--- src/rtl/exec_pkg.sv ---
// Shared types for the execute stage: opcode encoding, status flag layout,
// skid-buffer occupancy states and the default datapath width.
package exec_pkg;

  localparam int DEFAULT_DATA_WIDTH = 8;

  typedef enum logic [1:0] {
    OP_ADD = 2'b00,
    OP_SUB = 2'b01,
    OP_MUL = 2'b10,
    OP_MOV = 2'b11
  } opcode_e;

  typedef struct packed {
    logic n;
    logic v;
    logic z;
  } nvz_t;

  typedef enum logic [1:0] {
    ST_EMPTY = 2'b00,
    ST_ONE   = 2'b01,
    ST_FULL  = 2'b10
  } buf_state_e;

endpackage

--- src/rtl/execute_stage_alu.sv ---
// Saturating signed integer ALU for add, sub and mul; overflow clamps the
// result to the nearest representable extreme and raises overflow_o.
module ALU_Integer
  import exec_pkg::*;
#(
  parameter int DATA_WIDTH = DEFAULT_DATA_WIDTH
) (
  input  opcode_e               op_i,
  input  logic [DATA_WIDTH-1:0] a_i,
  input  logic [DATA_WIDTH-1:0] b_i,
  output logic [DATA_WIDTH-1:0] result_o,
  output logic                  overflow_o
);

  localparam logic [DATA_WIDTH-1:0] MaxPos = {1'b0, {(DATA_WIDTH-1){1'b1}}};
  localparam logic [DATA_WIDTH-1:0] MinNeg = {1'b1, {(DATA_WIDTH-1){1'b0}}};

  logic [DATA_WIDTH:0]     sumExt;
  logic [DATA_WIDTH:0]     diffExt;
  logic [2*DATA_WIDTH-1:0] prodExt;
  logic [DATA_WIDTH:0]     prodTop;

  // One guard bit is enough for add/sub; the product needs full double width.
  assign sumExt  = $signed({a_i[DATA_WIDTH-1], a_i}) + $signed({b_i[DATA_WIDTH-1], b_i});
  assign diffExt = $signed({a_i[DATA_WIDTH-1], a_i}) - $signed({b_i[DATA_WIDTH-1], b_i});
  assign prodExt = $signed({{DATA_WIDTH{a_i[DATA_WIDTH-1]}}, a_i})
                 * $signed({{DATA_WIDTH{b_i[DATA_WIDTH-1]}}, b_i});
  assign prodTop = prodExt[2*DATA_WIDTH-1:DATA_WIDTH-1];

  always_comb begin
    result_o   = '0;
    overflow_o = 1'b0;
    case (op_i)
      OP_ADD: begin
        if (sumExt[DATA_WIDTH] != sumExt[DATA_WIDTH-1]) begin
          overflow_o = 1'b1;
          result_o   = sumExt[DATA_WIDTH] ? MinNeg : MaxPos;
        end else begin
          result_o = sumExt[DATA_WIDTH-1:0];
        end
      end
      OP_SUB: begin
        if (diffExt[DATA_WIDTH] != diffExt[DATA_WIDTH-1]) begin
          overflow_o = 1'b1;
          result_o   = diffExt[DATA_WIDTH] ? MinNeg : MaxPos;
        end else begin
          result_o = diffExt[DATA_WIDTH-1:0];
        end
      end
      OP_MUL: begin
        // The product fits only if every bit above the result's sign bit matches it.
        if ((|prodTop) && !(&prodTop)) begin
          overflow_o = 1'b1;
          result_o   = prodExt[2*DATA_WIDTH-1] ? MinNeg : MaxPos;
        end else begin
          result_o = prodExt[DATA_WIDTH-1:0];
        end
      end
      default: begin
        result_o   = '0;
        overflow_o = 1'b0;
      end
    endcase
  end

endmodule

--- src/rtl/execute_stage.sv ---
// Execute stage: one-cycle saturating ALU with a main output register plus a
// skid register, valid/ready handshakes on both sides and a status register.
module execute_stage
  import exec_pkg::*;
#(
  parameter int DATA_WIDTH     = DEFAULT_DATA_WIDTH,
  parameter int REG_ADDR_WIDTH = 4
) (
  input  logic                      clk,
  input  logic                      rst_n,
  input  logic                      in_valid,
  output logic                      in_ready,
  input  logic [1:0]                in_opcode,
  input  logic [DATA_WIDTH-1:0]     in_a,
  input  logic [DATA_WIDTH-1:0]     in_b,
  input  logic [REG_ADDR_WIDTH-1:0] in_rd,
  input  logic                      in_setflags,
  output logic                      out_valid,
  input  logic                      out_ready,
  output logic [DATA_WIDTH-1:0]     out_result,
  output logic [REG_ADDR_WIDTH-1:0] out_rd,
  output logic [2:0]                out_nvz,
  output logic [2:0]                status_nvz
);

  opcode_e                   opcode;
  logic [DATA_WIDTH-1:0]     aluResult;
  logic                      aluOverflow;
  logic [DATA_WIDTH-1:0]     opResult;
  nvz_t                      opFlags;

  buf_state_e                state_q, state_d;
  logic                      inReady_q, inReady_d;
  logic                      accept, drain;
  logic                      loadMain, loadSkid, skidToMain;

  logic [DATA_WIDTH-1:0]     mainResult_q, mainResult_d;
  logic [REG_ADDR_WIDTH-1:0] mainRd_q, mainRd_d;
  nvz_t                      mainNvz_q, mainNvz_d;
  logic [DATA_WIDTH-1:0]     skidResult_q, skidResult_d;
  logic [REG_ADDR_WIDTH-1:0] skidRd_q, skidRd_d;
  nvz_t                      skidNvz_q, skidNvz_d;
  nvz_t                      statusNvz_q, statusNvz_d;

  assign opcode = opcode_e'(in_opcode);

  ALU_Integer #(
    .DATA_WIDTH(DATA_WIDTH)
  ) u_alu (
    .op_i      (opcode),
    .a_i       (in_a),
    .b_i       (in_b),
    .result_o  (aluResult),
    .overflow_o(aluOverflow)
  );

  // Move bypasses the ALU; flags are derived from whichever result is selected.
  always_comb begin
    opResult  = (opcode == OP_MOV) ? in_b : aluResult;
    opFlags   = '0;
    opFlags.n = opResult[DATA_WIDTH-1];
    opFlags.v = (opcode != OP_MOV) && aluOverflow;
    opFlags.z = (opResult == '0);
  end

  assign accept = in_valid && inReady_q;
  assign drain  = (state_q != ST_EMPTY) && out_ready;

  always_ff @(posedge clk or negedge rst_n) begin
    if (!rst_n) begin
      state_q   <= ST_EMPTY;
      inReady_q <= 1'b0;
    end else begin
      state_q   <= state_d;
      inReady_q <= inReady_d;
    end
  end

  always_comb begin
    state_d = state_q;
    case (state_q)
      ST_EMPTY: if (accept) state_d = ST_ONE;
      ST_ONE: begin
        if (accept && !drain)      state_d = ST_FULL;
        else if (!accept && drain) state_d = ST_EMPTY;
      end
      ST_FULL:  if (drain) state_d = ST_ONE;
      default:  state_d = ST_EMPTY;
    endcase
    // Ready is registered, so it is computed from the state being entered.
    inReady_d = (state_d != ST_FULL);
  end

  always_comb begin
    loadMain   = 1'b0;
    loadSkid   = 1'b0;
    skidToMain = 1'b0;
    case (state_q)
      ST_EMPTY: loadMain = accept;
      ST_ONE: begin
        loadMain = accept && drain;
        loadSkid = accept && !drain;
      end
      ST_FULL:  skidToMain = drain;
      default: begin
        loadMain   = 1'b0;
        loadSkid   = 1'b0;
        skidToMain = 1'b0;
      end
    endcase
  end

  always_comb begin
    mainResult_d = mainResult_q;
    mainRd_d     = mainRd_q;
    mainNvz_d    = mainNvz_q;
    skidResult_d = skidResult_q;
    skidRd_d     = skidRd_q;
    skidNvz_d    = skidNvz_q;
    if (loadMain) begin
      mainResult_d = opResult;
      mainRd_d     = in_rd;
      mainNvz_d    = opFlags;
    end else if (skidToMain) begin
      mainResult_d = skidResult_q;
      mainRd_d     = skidRd_q;
      mainNvz_d    = skidNvz_q;
    end
    if (loadSkid) begin
      skidResult_d = opResult;
      skidRd_d     = in_rd;
      skidNvz_d    = opFlags;
    end
  end

  // Status follows the accept edge, not writeback, so backpressure cannot delay it.
  assign statusNvz_d = (accept && in_setflags) ? opFlags : statusNvz_q;

  always_ff @(posedge clk or negedge rst_n) begin
    if (!rst_n) begin
      mainResult_q <= '0;
      mainRd_q     <= '0;
      mainNvz_q    <= '0;
      skidResult_q <= '0;
      skidRd_q     <= '0;
      skidNvz_q    <= '0;
      statusNvz_q  <= '0;
    end else begin
      mainResult_q <= mainResult_d;
      mainRd_q     <= mainRd_d;
      mainNvz_q    <= mainNvz_d;
      skidResult_q <= skidResult_d;
      skidRd_q     <= skidRd_d;
      skidNvz_q    <= skidNvz_d;
      statusNvz_q  <= statusNvz_d;
    end
  end

  assign in_ready   = inReady_q;
  assign out_valid  = (state_q != ST_EMPTY);
  assign out_result = mainResult_q;
  assign out_rd     = mainRd_q;
  assign out_nvz    = mainNvz_q;
  assign status_nvz = statusNvz_q;

endmodule

--- config.mk ---
export PLATFORM = sky130hd
export DESIGN_NAME = execute_stage
export DESIGN_NICKNAME = d
export VERILOG_FILES = /design/src/rtl/exec_pkg.sv /design/src/rtl/execute_stage_alu.sv /design/src/rtl/execute_stage.sv
export SDC_FILE = /design/constraint.sdc
export NUM_CORES = 1
export LEC_CHECK = 0
export ABC_AREA = 1
export CAP_MARGIN = 20
export CORE_ASPECT_RATIO = 1.25
export CORE_MARGIN = 4
export CORE_UTILIZATION = 66
export CTS_BUF_LIST = sky130_fd_sc_hd__clkbuf_2
export DETAILED_ROUTE_END_ITERATION = 10
export PLACE_DENSITY = 0.89
export RECOVER_POWER = 100
export SLEW_MARGIN = 0
export SYNTH_ARGS = -nofsm -noshare
export SYNTH_HDL_FRONTEND = slang
export SYNTH_SLANG_ARGS = --single-unit
--- constraint.sdc ---
create_clock -name clk -period 3.8 [get_ports clk]
set_input_delay 1.14 -clock clk [delete_from_list [all_inputs] [get_ports clk]]
set_output_delay 1.14 -clock clk [all_outputs]
set_load 0.1 [all_outputs]
# [Word-level counts from Yosys, hierarchy flattened]
# Index checks and enable logic that the tools add are counted.
[op_classes] mul=1 eq_ne=9 muxes=26 add_sub_neg=2 n_reduce_logical=18
[op_table] op="$mux W8" count=9
[op_table] op="$pmux W8 S3" count=1
[op_table] op="$mul A8 B8 Y16" count=1
[op_table] op="$add A8 B8 Y9" count=1
[op_table] op="$reduce_and A9 Y1" count=1
[op_table] op="$reduce_or A9 Y1" count=1
[op_table] op="$sub A8 B8 Y9" count=1
[op_table] op="$logic_and A1 B1 Y1" count=8
[op_table] op="$logic_not A8 Y1" count=1
[op_table] op="$mux W2" count=4
[op_table] op="$mux W4" count=2
[op_table] op="$eq A2 B2 Y1 const B" count=3
[op_table] op="$mux W3" count=2
[op_table] op="$pmux W2 S3" count=1
[op_table] op="$mux W1" count=5
[op_table] op="$eq A2 B1 Y1 const B" count=2
[op_table] op="$logic_not A2 Y1" count=2
[op_table] op="$ne A2 B2 Y1 const B" count=2
[op_table] op="$reduce_bool A2 Y1" count=2
[op_table] op="$logic_not A1 Y1" count=3
[op_table] op="$pmux W1 S3" count=1
[op_table] op="$ne A1 B1 Y1" count=2
[op_table] op="$pmux W1 S2" count=1
[totals] wordCells=71 in_bits=27 out_inout_bits=20 regBits=36

# [Depth between registers and ports, before layout]
[depth] word_depth=9 ltp_mapped=34 ltp_nobuf=33

# [By module]
# Synthesis repeated with hierarchy kept, for this count alone.
[unflattened] hier_cells=819 area_unflattened_um2=5701.7
[by_module_without_submodules] module="ALU_Integer" cells_each=629 area_per_inst_um2=4087.7 n_inst=1 seq_area_each_um2=0.0
[by_module_without_submodules] module="execute_stage" cells_each=190 area_per_inst_um2=1614.0 n_inst=1 seq_area_each_um2=850.8

# [Least setup slack after synthesis]
# No wires, ideal clock.
[synth_timing] path_kind="input to register" start="in in_b[2]" end="reg mainNvz_q (netlist bit out_nvz[0])" required_ns=3.680 stages=30 n_path_buf=1 arrival_time_ns=5.689 setup_ns=0.120 slack_ns=-2.008 cell_sequence="clkbuf_1 nand2_1 inv_1 fa_1 inv_1 fa_1 inv_1 fa_1 inv_1 fa_1 inv_1 ha_1 nand2_1 inv_1 a21oi_1 nand3_1 nand2_1 nand2_1 nor2_1 nand3_2 a21oi_4 nand2_1 nand2_1 nand2_1 nand2_1 nor2_2 nand2_2 nand2_1 nand2_1 nand2_1"
[synth_between] elab_chain_len=9 word_cells_on_any_way=19 cone_classes="add/sub: 2; mul: 1; eq/ne: 2; mux: 9; reduce/logical: 5"
[synth_rtl] element="start, declared" line_no="execute_stage.sv:15" text="input logic [DATA_WIDTH-1:0] in_b,"
[synth_rtl] element="$mul A8 B8 Y16" line_no="execute_stage_alu.sv:27" text="* $signed({{DATA_WIDTH{b_i[DATA_WIDTH-1]}}, b_i});"
[synth_rtl] element="$reduce_and A9 Y1" line_no="execute_stage_alu.sv:52" text="if ((|prodTop) && !(&prodTop)) begin"
[synth_rtl] element="$logic_not A1 Y1" line_no="execute_stage_alu.sv:52"
[synth_rtl] element="$logic_and A1 B1 Y1" line_no="execute_stage_alu.sv:52"
[synth_rtl] element="$mux W8" line_no="execute_stage_alu.sv:52"
[synth_rtl] element="$pmux W8 S3" line_no="execute_stage_alu.sv:33" text="case (op_i)"
[synth_rtl] element="$mux W8 *" line_no="execute_stage.sv:59" text="opResult = (opcode == OP_MOV) ? in_b : aluResult;"
[synth_rtl] element="$logic_not A8 Y1 *" line_no="execute_stage.sv:63" text="opFlags.z = (opResult == '0);"
[synth_rtl] element="$mux W3 *" line_no="execute_stage.sv:120" text="if (loadMain) begin"
[synth_rtl] element="end signal, assigned" line_no="execute_stage.sv:151" text="mainNvz_q <= mainNvz_d;"
[synth_rtl] element="end, declared" line_no="execute_stage.sv:39" text="nvz_t mainNvz_q, mainNvz_d;"
# Mark *: on every way between the ends. The rest lies on a longest branch, timed or not.
# A chain may end at the register's enable or synchronous reset.

# [Worst setup path after layout]
[layout_timing] start="in in_a[5]" end="reg statusNvz_q (netlist bit status_nvz[0])"
[layout_between] elab_chain_len=8 word_cells_on_any_way=18 cone_classes="add/sub: 2; mul: 1; eq/ne: 2; mux: 8; reduce/logical: 5"
[layout_rtl] element="start, declared" line_no="execute_stage.sv:14" text="input logic [DATA_WIDTH-1:0] in_a,"
[layout_rtl] element="$mul A8 B8 Y16" line_no="execute_stage_alu.sv:27"
[layout_rtl] element="$reduce_and A9 Y1" line_no="execute_stage_alu.sv:52"
[layout_rtl] element="$logic_not A1 Y1" line_no="execute_stage_alu.sv:52"
[layout_rtl] element="$logic_and A1 B1 Y1" line_no="execute_stage_alu.sv:52"
[layout_rtl] element="$mux W8" line_no="execute_stage_alu.sv:52"
[layout_rtl] element="$pmux W8 S3 *" line_no="execute_stage_alu.sv:33"
[layout_rtl] element="$mux W8 *" line_no="execute_stage.sv:59"
[layout_rtl] element="$logic_not A8 Y1 *" line_no="execute_stage.sv:63"
[layout_rtl] element="end signal, assigned" line_no="execute_stage.sv:155" text="statusNvz_q <= statusNvz_d;"
[layout_rtl] element="end, declared" line_no="execute_stage.sv:43" text="nvz_t statusNvz_q, statusNvz_d;"
# Marked as above.

==> run_results.csv <==
group,metric,value,unit
run_status,status,"finished, violations left",
run_status,failed_checks,"capacitance limit, slew limit, setup timing",
worst_setup_path,reg2reg_setup_slack,1.78,ns
sta,slew_headroom,-0.179,
sta,slew_viol_final,35,
placed_design,dp_cells,1039,
placed_design,io_buffers,46,
sta,rsz0062_at_grt,"true",
grt,grt_overflow_total,0,
worst_setup_path,path_buf_inv,8,
detailed_routing,met2_length,11.0,mm
worst_setup_path,crit_fanout,8,
grt,grtUsageTotal,0.370,
sta,worstMarginPinSlew,1.77,ns
power,ir_drop,1.42,mV
sta,fmax,165,MHz
floorplanning,die-width,90.2,µm
worst_setup_path,rr_worst_depth,9,
worst_setup_path,crit_family,"adder cells",
worst_setup_path,endpoint,"status_nvz[0]",
detailed_routing,highest_layer,"met4",
clock_network,htreeDepth,2,
clock_network,cts_tree,"yes",
placed_design,hpwl,13.0,mm
detailed_routing,dr_wl_met3,2.30,mm
synth,synth_area_leaders,"fa_1, nand2_1, dfrtp_1, inv_1, ha_1",
worst_setup_path,worstPathRequired,4.13,ns
sta,layout_setup_ws,-2.26,ns
clock_network,cts_sinks,34,
floorplanning,rows,37,
detailed_routing,dr.pass1.iters,5,
worst_setup_path,start_kind,"primary input",
power,power,6450,µW
detailed_routing,via_per_inst,6.21,
detailed_routing,post_drt_wl_per_cell,21.8,µm
worst_setup_path,startpoint,"in_a[5]",
clock_network,clk_latency,0.39,ns
floorplanning,initial_utilization,0.676,
layout,diodes,0,
worst_setup_path,reg2reg_from,"state_q[1]",
synth,synth.distinct_cells,44,
floorplanning,io_pins,47,
sta,final-setup-viol-count,23,
detailed_routing,drc,0,
synth,synth_area,5570,µm²
placed_design,dp_slack,-2.65,ns
clock_network,cts_made_buffers,5,
synth,yosysTopAreaCellShare,0.205,
worst_hold_path,min_path_cells,2,
detailed_routing,routed_wl,23.5,mm
sta,fin_worst_skew,0.0283,ns
layout,layout-drive-gt1-share,0.339,
worst_setup_path,slowest_delay,0.68,ns
worst_setup_path,worst-path-stages,31,
synth,synth_area_leader_cell,"fa_1",
synth,ys_seq_area_frac,0.153,
sta,min_period,6.06,ns
grt,antenna_found_initial,0,
sta,hold_violations,0,
placed_design,place.gp.congestion,0.957,
worst_setup_path,crit_arrival,6.39,ns
worst_setup_path,crit_top_cell,"nand2_2",
detailed_routing,drt_first_iter_violations,736,
layout,fin_cells,1077,
floorplanning,core,8240,µm²
detailed_routing,vias,6693,
detailed_routing,wl_met1,7.41,mm
worst_hold_path,hp-class,"reg -> reg",
worst_setup_path,r2r-end,"out_result[5]",
grt,grt_max_degree,35,
floorplanning,die_height,111,µm
synth,syn_area_per_cell,6.86,µm²
clock_network,hold_buffers,0,
power,leakagePower,0.00425,µW
clock_network,cts_max_path_buffers,2,
detailed_routing,drtAntennaViolNets,0,
clock_network,clk_pin_slew,0.19,ns
worst_setup_path,endpoint_kind,"register",
worst_setup_path,crit_type,"in -> reg",
grt,grt_pass1_vias,6278,
synth,yosys_register_bits,34,
flow_run,cap_violations,1,
synth,synth.net_count,942,
synth,synth_warnings,0,
floorplanning,dieArea,9980,µm²
power,powerDensity,852,nW/µm²
layout,fin_nets,1109,
sta,period_share,1.59,
grt,grt_first_pass_wirelength,29.9,mm
synth,syn_inst,812,
layout,area_growth,36.0,%
clock_network,clockRootBuffer,"clkbuf_2",
worst_setup_path,cp_slowest_cell,"fa_1",
-- power breakdown --
| group | total, µW | switching, µW | internal, µW | leakage [µW] |
|---|---|---|---|---|
| sequential | 622 | 106 | 516 | 0.000414 |
| combinational | 5660 | 3680 | 1970 | 0.00381 |
| clock | 176 | 130 | 45.2 | 0.0000304 |
-- state kept, by name, indices dropped and copies added, names as in the netlist --
name          flops
skidRd_q          4
status_nvz        3
out_result        8
skidResult_q      8
state_q           2
skidNvz_q         2
out_rd            4
in_ready          1
out_nvz           2
-- cell usage after synthesis (all sizes together) --
cell	count
or2	2
buf	7
clkinv	2
o31ai	1
fa	57
clkbuf	11
o211ai	2
a22oi	4
nand3b	5
xor2	11
o21a	1
nand2	267
nor2	48
a21oi	35
o22ai	1
xnor2	5
dfrtp	34
nand3	36
mux2	1
a21boi	1
a31oi	1
nand4	5
nor3	5
o21ai	25
o21bai	2
and2	1
ha	46
inv	194
nand2b	2
-- per-layer routing --
metal,GRT usage,vias to the layer above
li1,-,2753
met4,0.230,0
met2,0.696,618
met5,0,-
met3,0.0373,258
met1,0.389,3064
-- kinds of logic after synthesis --
logic type	Yosys count	synth area share
compound gates	73	0.0832
xor+xnor	16	0.0252
flops	34	0.153
fa+ha+maj	103	0.308
mux	1	0.00202
buf+inv	214	0.149
simple gates	371	0.279
-- worst min-delay path, stage by stage, from the launching register on --
cell and delay (ns):
dfrtp_1 0.39, nand2_1 0.06, nand2_1 0.05
-- cell type report --
class	instances	area (µm²)
inverters	196	746
flip-flops and latches	34	851
fillers	348	669
multi-input cells	564	4440
repair buffers	178	1380
clock inverters	2	8.76
clock buffers	6	30.0
well taps	97	121
-- stage by stage --
stage | utilization | setup TNS [ns] | hold WS, ns | cell area [µm²]
final | 0.919 | -45.76 | 0.511 | 7570
after CTS | 0.885 | -35.53 | 0.506 | 7290
after global placement | 0.840 | -53.51 | 0.456 | 6930
after floorplan | - | -30.65 | 0.443 | 5740
after detailed placement | 0.840 | -55.44 | 0.469 | 6930
after global routing | 0.919 | -49.19 | 0.534 | 7570
-- how the worst min path moves through the flow --
stage	start	endpoint	slack (ns)
6_report	skidRd_q[3]	skidRd_q[3]	0.51
4_1_cts	skidRd_q[1]	skidRd_q[1]	0.51
3_3_place_gp	skidRd_q[0]	skidRd_q[0]	0.46
2_1_floorplan	skidRd_q[0]	skidRd_q[0]	0.44
3_5_place_dp	skidRd_q[1]	skidRd_q[1]	0.47
5_1_grt	out_rd[3]	out_rd[3]	0.53
-- timing repair --
item	in CTS	in global routing
pin swaps	59	70
endpoints found under the setup margin	23	23
gates cloned	0	0
setup buffers	20	18
gates resized for setup	116	119
-- layout by cell type, fill, tap and decap left out, drive strengths merged, types with 8 or more instances in the layout --
master,instances
nand2,267
fa,57
nor2,48
dfrtp,34
xor2,11
clkdlybuf4s50,8
nand3,36
buf,140
a21oi,35
o21ai,25
ha,46
clkbuf,31
inv,195
Power figures use the tool's default switching activity.
==> edit, RTL diff (same settings) <==
Change the package constant `DEFAULT_DATA_WIDTH` from 8 to 9.
--- a/src/rtl/exec_pkg.sv
+++ b/src/rtl/exec_pkg.sv
@@ -2,7 +2,7 @@
 // skid-buffer occupancy states and the default datapath width.
 package exec_pkg;
 
-  localparam int DEFAULT_DATA_WIDTH = 8;
+  localparam int DEFAULT_DATA_WIDTH = 9;
 
   typedef enum logic [1:0] {
     OP_ADD = 2'b00,
Interface: changed (resized in_a, in_b and out_result); port bits go from 47 to 50. No check against the original RTL was run, so the function may have changed too.
==> edit against the original RTL <==
- the flow now stops in global routing (5_1_grt)
- synthesized area grew 12%
==> edit: results (changes against the original RTL) <==
{
  "synthesis": {
    "synth.area.top_cells": "sky130_fd_sc_hd__fa_1, sky130_fd_sc_hd__nand2_1, sky130_fd_sc_hd__dfrtp_1",
    "ys.flop_type": "sky130_fd_sc_hd__dfrtp_1",
    "syn_area_per_cell": {"value": 7.06, "unit": "µm²", "change": "+3.0%"},
    "ys_warn_count": {"value": 0, "change": "unchanged"},
    "ys_top_cells_by_count": "sky130_fd_sc_hd__nand2_1, sky130_fd_sc_hd__inv_1, sky130_fd_sc_hd__fa_1",
    "synth_compound_gate_area_share": {"value": 9.01, "unit": "%", "change": "+0.69 points"},
    "ys_async_sr_fraction": {"value": 100, "unit": "%", "change": "unchanged"},
    "adder_and_majority_gate_portion_of_the_synthesized_area": {"value": 34.5, "unit": "%", "change": "+3.6 points"},
    "postSynthNetCount": {"value": 1043, "change": "+11%"},
    "total_standard_cell_area_after_synthesis": {"value": 6250, "unit": "µm²", "change": "+12%"},
    "seq_area_frac_synth": {"value": 14.4, "unit": "%", "change": "-0.87 points"},
    "synth_unique_cells": {"value": 40, "change": "-9.1%"},
    "muxShareOfSynthArea": {"value": 0.180, "unit": "%", "change": "-0.022 points"},
    "post_synth_xor_area_fraction": {"value": 2.24, "unit": "%", "change": "-0.28 points"}
  },
  "place": {
    "finalWeightedCongestion": {"value": 0.925, "change": "-3.3%"},
    "place_inst": {"value": 1135, "change": "+9.2%"},
    "pre_cts_ws": {"value": -3.18, "unit": "ns", "change": "-0.532 ns"},
    "placed_area": {"value": 7780, "unit": "µm²", "change": "+12%"},
    "hpwl": {"value": 15800, "unit": "µm", "change": "+22%"},
    "port_buffers": {"value": 49, "change": "+6.5%"}
  },
  "grt": {
    "grt.total_usage_pct": 86.9,
    "largest_net_degree_at_the_start_of_global_routing": 37,
    "grt_remaining_overflow": 409
  },
  "cts": {
    "ctsHtreeMaxLevel": {"value": 2, "change": "unchanged"},
    "tritoncts_num_sinks": {"value": 36, "change": "+5.9%"},
    "cts.root.buffer_cell": "sky130_fd_sc_hd__clkbuf_2",
    "clock_tree.buffer_depth": {"value": 2, "change": "unchanged"},
    "cts_buffers": {"value": 5, "change": "unchanged"}
  },
  "status": {
    "stop_stage": "global routing (5_1_grt)",
    "toolErrorMsg": "[ERROR GRT-0232] Routing congestion too high. Check the congestion heatmap in the GUI.",
    "run_status": "aborted with a tool error"
  },
  "sta": {
    "worst_endpoint_kind": "register data pin",
    "worst_endpoint": "out_nvz[0]$_DFFE_PN0P_/D"
  }
}
[edit: cells by family after synthesis]
family	count (synthesis)
muxes	1
adders and majority gates	129
and+or+nand+nor	376
buffers and inverters	234
AOI/OAI and AO/OA	93
xor gates and xnor gates	16
DFF	36
[edit: per-stage QoR]
step                      util (%)  setup TNS [ns]
after floorplan                  -          -40.93
after detailed placement      84.8          -73.54
after global placement        84.8          -67.97
after CTS                     92.6          -48.13
[edit: metal layers]
layer | track usage (%) | overflow
met4 | 103 | 117
met2 | 110 | 287
met1 | 78.4 | 0
met5 | 20.4 | 0
met3 | 67.8 | 5
[edit: timing repair]
item	CTS
endpoints found under the setup margin	25
setup buffers	26
resized for setup	205
gates cloned	3
pin swaps	92
